[src/rtl/serial_pkg.sv]
// Shared types and constants for the bit-serial receive path.
// Build with SERIAL_DESER_PARITY_EN defined for 9-bit frames that end in an even-parity bit.
package serial_pkg;

  localparam int BYTE_W    = 8;
  localparam int CNT_W     = 3;
  localparam int CNT_W_PAR = 4;

`ifdef SERIAL_DESER_PARITY_EN
  localparam int OP_W    = CNT_W_PAR;
  localparam int LAST_OP = 8;
`else
  localparam int OP_W    = CNT_W;
  localparam int LAST_OP = 7;
`endif

  typedef enum logic {
    ASSEMBLE = 1'b0,
    HOLD     = 1'b1
  } state_t;

  function automatic logic [CNT_W-1:0] lane_idx(input logic [CNT_W-1:0] cnt, input bit msb_first);
    return msb_first ? (3'd7 - cnt) : cnt;
  endfunction

endpackage

[src/rtl/lane_decode_3to8.sv]
// 1-to-8 demux: turns a lane select plus enable into a one-hot write strobe.
// Latency: combinational.
// Backpressure: none, pure decode.
module lane_decode_3to8
  import serial_pkg::*;
(
  input  logic [CNT_W-1:0]  sel,
  input  logic              en,
  output logic [BYTE_W-1:0] strobe
);

  always_comb begin
    strobe = '0;
    if (en) strobe[sel] = 1'b1;
  end

endmodule

[src/rtl/serial_deserializer_8bit.sv]
// Bit-serial to byte deserializer with a one-entry valid/ready output register.
// Latency: out_valid rises 1 cycle after the last accepted bit of a frame.
// Backpressure: stalls only the frame-final bit while an undrained byte is held.
// Optional SERIAL_DESER_PARITY_EN: 9-bit frames with trailing even parity and parity_err.
module serial_deserializer_8bit
  import serial_pkg::*;
#(
  parameter bit MSB_FIRST = 1'b0
) (
  input  logic              clk,
  input  logic              rst,
  input  logic              num,
  input  logic              num_valid,
  output logic              num_ready,
  input  logic              flush,
  output logic [BYTE_W-1:0] out,
  output logic              out_valid,
  input  logic              out_ready,
`ifdef SERIAL_DESER_PARITY_EN
  output logic              parity_err,
`endif
  output logic [OP_W-1:0]   op
);

  state_t            state_q, state_d;
  logic              take, complete, lane_en;
  logic [CNT_W-1:0]  lane;
  logic [BYTE_W-1:0] strobe, asm_q, asm_d;

  // Only the frame-final bit needs somewhere to go, so only it waits on the consumer.
  assign num_ready = !((op == OP_W'(LAST_OP)) && out_valid && !out_ready);
  assign take      = num_valid && num_ready && !flush;
  assign complete  = take && (op == OP_W'(LAST_OP));

`ifdef SERIAL_DESER_PARITY_EN
  assign lane_en = take && (op != OP_W'(LAST_OP));
`else
  assign lane_en = take;
`endif

  assign lane = lane_idx(op[CNT_W-1:0], MSB_FIRST);

  lane_decode_3to8 u_lane_decode (
    .sel    (lane),
    .en     (lane_en),
    .strobe (strobe)
  );

  always_comb begin
    asm_d = asm_q;
    for (int i = 0; i < BYTE_W; i++) begin
      if (strobe[i]) asm_d[i] = num;
    end
  end

  always_ff @(posedge clk or posedge rst) begin
    if (rst) state_q <= ASSEMBLE;
    else     state_q <= state_d;
  end

  always_comb begin
    state_d = state_q;
    case (state_q)
      ASSEMBLE: if (complete) state_d = HOLD;
      HOLD:     if (out_ready && !complete) state_d = ASSEMBLE;
      default:  state_d = ASSEMBLE;
    endcase
  end

  always_comb begin
    out_valid = (state_q == HOLD);
  end

  always_ff @(posedge clk or posedge rst) begin
    if (rst) begin
      op    <= '0;
      asm_q <= '0;
      out   <= '0;
    end else begin
      if (flush) begin
        op    <= '0;
        asm_q <= '0;
      end else if (take) begin
        asm_q <= asm_d;
        op    <= complete ? '0 : op + 1'b1;
      end
      if (complete) out <= asm_d;
    end
  end

`ifdef SERIAL_DESER_PARITY_EN
  always_ff @(posedge clk or posedge rst) begin
    if (rst)           parity_err <= 1'b0;
    else if (complete) parity_err <= (^asm_q) ^ num;
  end
`endif

endmodule

[config.mk]
export PLATFORM = sky130hd
export DESIGN_NAME = serial_deserializer_8bit
export DESIGN_NICKNAME = d
export VERILOG_FILES = /design/src/rtl/serial_pkg.sv /design/src/rtl/lane_decode_3to8.sv /design/src/rtl/serial_deserializer_8bit.sv
export SDC_FILE = /design/constraint.sdc
export NUM_CORES = 1
export LEC_CHECK = 0
export ABC_AREA = 1
export CORE_MARGIN = 2
export CORE_UTILIZATION = 35
export CTS_CLUSTER_SIZE = 14
export DETAILED_ROUTE_END_ITERATION = 8
export GPL_TIMING_DRIVEN = 1
export SYNTH_ARGS = -nofsm -noshare
export SYNTH_HDL_FRONTEND = slang
export SYNTH_SLANG_ARGS = --single-unit
[constraint.sdc]
create_clock -name clk -period 1.9 [get_ports clk]
set_input_delay 0.38 -clock clk [delete_from_list [all_inputs] [get_ports clk]]
set_output_delay 0.38 -clock clk [all_outputs]
set_load 0.01 [all_outputs]
**Word level (Yosys, flattened, before mapping)**

Index checks and enable logic that the tools add are counted.

- Order comparisons: 2
- Eq/ne operators: 1
- Muxes and demuxes: 19
- Add/sub/neg operators: 1
- Reduce and logical (&&, ||, !) cells: 12
- Bitwise operators: 1

Operators with widths:

| operator | count |
|---|---|
| $mux W8 | 3 |
| $mux W1 | 11 |
| $mux W3 | 3 |
| $logic_and A1 B1 Y1 | 7 |
| $logic_not A1 Y1 | 4 |
| $lt A3 B4 Y1 const B | 1 |
| $add A3 B1 Y3 const B | 1 |
| $demux W1 S3 | 1 |
| $eq A3 B3 Y1 const B | 1 |
| $ge A3 B1 Y1 const B | 1 |
| $pmux W1 S2 | 1 |
| $reduce_bool A2 Y1 | 1 |
| $not A1 Y1 | 1 |

- Bits of input ports: 6
- Word-level logic and storage cells: 40
- Output and inout bits: 13
- Register bits after elaboration: 20

**Logic depth before layout (Yosys ltp)**

- Depth in word-level cells: 11
- Depth in mapped cells: 9
- Gate-level depth less buffers: 9

**Hierarchy**

Synthesis repeated with hierarchy kept, for this count alone.

- Cells, all modules: 110
- Area, all modules: 943.4 µm²

By module, submodules not included:

| module | area an instance (µm²) | cells an instance | times used | seq. area each (µm²) |
|---|---|---|---|---|
| serial_deserializer_8bit | 879.6 | 93 | 1 | 500.5 |
| lane_decode_3to8 | 63.8 | 17 | 1 | 0.0 |

**Least setup slack after synthesis**

No wires, ideal clock.

- Path kind: flip-flop to flip-flop
- From: register op[0]
- To: register out[0]
- Buffers on the path: 1
- Period minus slack after synthesis: 1714 ps
- Arrival time: 1597 ps
- Stages on the path, launching flop included: 10
- Library setup time: 118 ps
- Required time: 1782 ps
- Slack: 186 ps
- Cell sequence: dfrtp_1 > ha_1 > ha_1 > nand2_1 > nor2_2 > nor2_4 > buf_6 > nand4_2 > nand3_1 > nand2_1

- Longest elaborated chain between the ends: 8
- Elaborated cells on any way between the ends: 14
- Classes of those cells: 2 x order compare; 1 x eq/ne; 4 x mux; 7 x reduce/logical

Ends and longest elaborated chain:

| item | RTL line | source |
|---|---|---|
| from (decl) | serial_deserializer_8bit.sv:22 | `output logic [OP_W-1:0] op` |
| from (signal assigned) | serial_deserializer_8bit.sv:85 | `op <= complete ? '0 : op + 1'b1;` |
| parallel branches: the longest is 8 deep, another holds $lt A3 B4 Y1 | -- |  |
| to (signal assigned) | serial_deserializer_8bit.sv:87 | `if (complete) out <= asm_d;` |
| to (decl) | serial_deserializer_8bit.sv:16 | `output logic [BYTE_W-1:0] out,` |

Several ways; the timed one is not identified.
A chain may end at the register's enable or synchronous reset.

**Final worst setup path**

- From: register op[0]
- To: output port op[0]

No word-level cell between the ends.

==> out/metrics.yaml <==
status: "complete, no violations"
area_delta_synth_final_pct: 33.0
grt_antenna_before_repair: 0
start_kind: "flop"
dr.pass1.iters: 5
die_w_um: 59.6
synth-compound-area-share_pct: 5.77
muxShareOfSynthArea_pct: 0
ys_seq_elements: 20
rsz0062_at_grt: "false"
cts_root_buffer: "clkbuf_4"
fmax_ghz: 0.562
gr-usage-met1_pct: 20.0
die_h_um: 59.6
avgViaCountPerCell: 4.93
setup_viol: 0
tritoncts: "yes"
io_buffers: 18
crit_arrival_ns: 1.40
grtUsageMet3_pct: 2.18
p_leak_nw: 0.746
hpwl_mm: 1.72
tightest_slew_ns: 0.375
crit_path_max_fanout: 8
p_int_uw: 694
clk_pin_slew_worst_paths_ns: 0.13
cts_buffers: 3
cts_max_level: 1
setup_tns_ns: 0
yosysWarningCount: 0
report.final.slew_viol_count: 0
post-route-min-period_ns: 1.78
die_area_mm2: 0.00356
initialDrtViolationCount: 8
holdWs_ns: 0.380
grt_pass1_vias: 956
yosysTopAreaCellShare_pct: 46.2
rows: 20
pwr-share-comb_pct: 12.8
grtUsageMet2_pct: 26.9
fin_util_pct: 48.0
syn_area_mm2: 0.00108
synth_xor_area_share_pct: 0
wl_mm: 2.40
hold_viol_final: 0
grt_util_all_layers_pct: 15.8
power_switching_share_pct: 23.9
synthTopCellsByArea: "dfrtp_1 46%, nand2_1 12%, nand4_2 9.2%, nand3_1 6.5%, nor2_1 5.5%"
max_cap_viol_count: 0
busiest_layer: "met2"
cts.path.max_buffers: 2
crit_type: "reg2out"
via_count: 951
finClkSkew_ns: 0.00436
p_seq_share_pct: 47.9
p_switching_uw: 218
synth_area_leader_cell: "dfrtp_1"
r2r_cells: 10
fin_area_mm2: 0.00144
io_pins: 19
powerDensity_mw_per_mm2: 633
relSlewSlack_pct: 75.0
grt_max_degree: 21
power_frac_clock_pct: 39.3
core_mm2: 0.00300
nets: 169
end_kind: "primary output"
drc: 0
clkSinkCount: 20
synth_cell_types: 19
clkLatencyLatePin_ns: 0.31
initial_core_util_pct: 36.1
grt_pass1_wl_mm: 4.17
drive_gt1_share_pct: 20.6
yosys.area_share.simple_pct: 37.2
detail_route.wl_per_cell_um: 12.4
diodes: 0
synth_fa_ha_area_share_pct: 2.31
holdBufCountCts: 0
syn_nets: 136
cp.required_ns: 1.52
post-route-period-util_pct: 93.7
post_dp_cell_area_mm2: 0.00137
synth_top_family_by_area: "simple AND/OR/NAND/NOR gates"
overflow: 0
holdCritPathClass: "in2async"
ir_worst_vdd_mv: 0.283
place_congestion: 0.746
synth_cells: 128
ant_nets: 0
ys_seq_area_share_pct: 46.2
syn_avg_cell_area_um2: 8.47
## critical path, cell delays in order (launching register included)
cell and delay, ns:
dfrtp_1 0.39, buf_4 0.17, clkdlybuf4s50_1 0.54
## placed cells by master (no fill, tap or decap)
master / netlist / final
buf_4: 1 / 12
nand3_1: 14 / 14
nor2_1: 16 / 16
nor2_4: 1 / 1
inv_2: 2 / 1
o21bai_1: 6 / 6
clkbuf_2: 0 / 1
inv_4: 0 / 1
clkbuf_4: 0 / 3
clkdlybuf4s50_1: 0 / 17
nor2_2: 1 / 1
nand2_1: 34 / 34
o31ai_1: 1 / 1
ha_1: 2 / 2
o21ai_0: 2 / 2
nand3_2: 1 / 1
buf_12: 0 / 1
bufinv_16: 0 / 1
nand3_4: 1 / 1
clkinv_2: 1 / 1
dfrtp_1: 20 / 20
nand4_2: 8 / 8
inv_1: 15 / 15
## layout make-up
cell class                      instances  area, um^2
Timing Repair Buffer                   31         285
Clock inverter                          1        30.0
Multi-Input combinational cell         87         490
Fill cell                             303        1560
Tap cell                               33        41.3
Sequential cell                        20         500
Inverter                               18        71.3
Clock buffer                            3        22.5
## logic make-up after synthesis
group	Yosys count
AND/OR/NAND/NOR	76
buffers and inverters	21
flip-flops	20
AO/OA/AOI/OAI	9
adder cells (fa/ha/maj)	2
## power by group through the flow
stage | logic [mW] | clock network (mW) | registers, mW
floorplan | 0.0628 | 0 | 0.450
global placement | 0.116 | 0 | 0.444
detailed placement | 0.118 | 0 | 0.445
CTS | 0.119 | 0.367 | 0.437
global route | 0.130 | 0.384 | 0.438
finish | 0.117 | 0.358 | 0.437
## cell usage after synthesis
master    number
buf_2          1
buf_4          1
buf_6          1
clkinv_2       1
dfrtp_1       20
ha_1           2
inv_1         15
inv_2          2
nand2_1       34
nand3_1       14
nand3_2        1
nand3_4        1
nand4_2        8
nor2_1        16
nor2_2         1
nor2_4         1
o21ai_0        2
o21bai_1       6
o31ai_1        1
## timing repair
| action | 4_1_cts | 5_1_grt |
|---|---|---|
| hold endpoints to repair | 0 | 0 |
| setup endpoints to repair | 1 | 9 |
| resized for setup | 1 | 3 |
| pin swaps | 0 | 1 |
| buffers inserted | 0 | 3 |
## metrics by stage
stage | power, mW | worst slack [ns] | cells
after floorplan | 0.513 | 0.186 | 128
after global placement | 0.560 | 0.000654 | 186
after detailed placement | 0.563 | -0.0109 | 186
after CTS | 0.922 | 0.0164 | 190
after global routing | 0.952 | 0.0119 | 193
final | 0.912 | 0.120 | 193
## path summary, 6_finish.rpt
check | start | end | slack, ns
max in group asynchronous | rst | asm_q[2] | 1.31
setup / recovery | op[0] | op[0] | 0.12
hold reg to reg | out[5] | out[5] | 0.49
hold / removal | rst | op[0] | 0.38
setup reg to reg | op[0] | out[0] | 0.12
min in group clk | out[5] | out[5] | 0.49
## routing by layer
layer / vias to the layer above / share of wire, %
met5: - / 0
met4: 0 / 0.75
met3: 2 / 2.7
met2: 18 / 53
met1: 455 / 43
li1: 476 / -
## flip-flops by register name (all words and copies together), names as in the netlist
signal     cells
asm_q          8
out            8
op             3
out_valid      1
No activity file was read; power rests on OpenSTA's default activity.
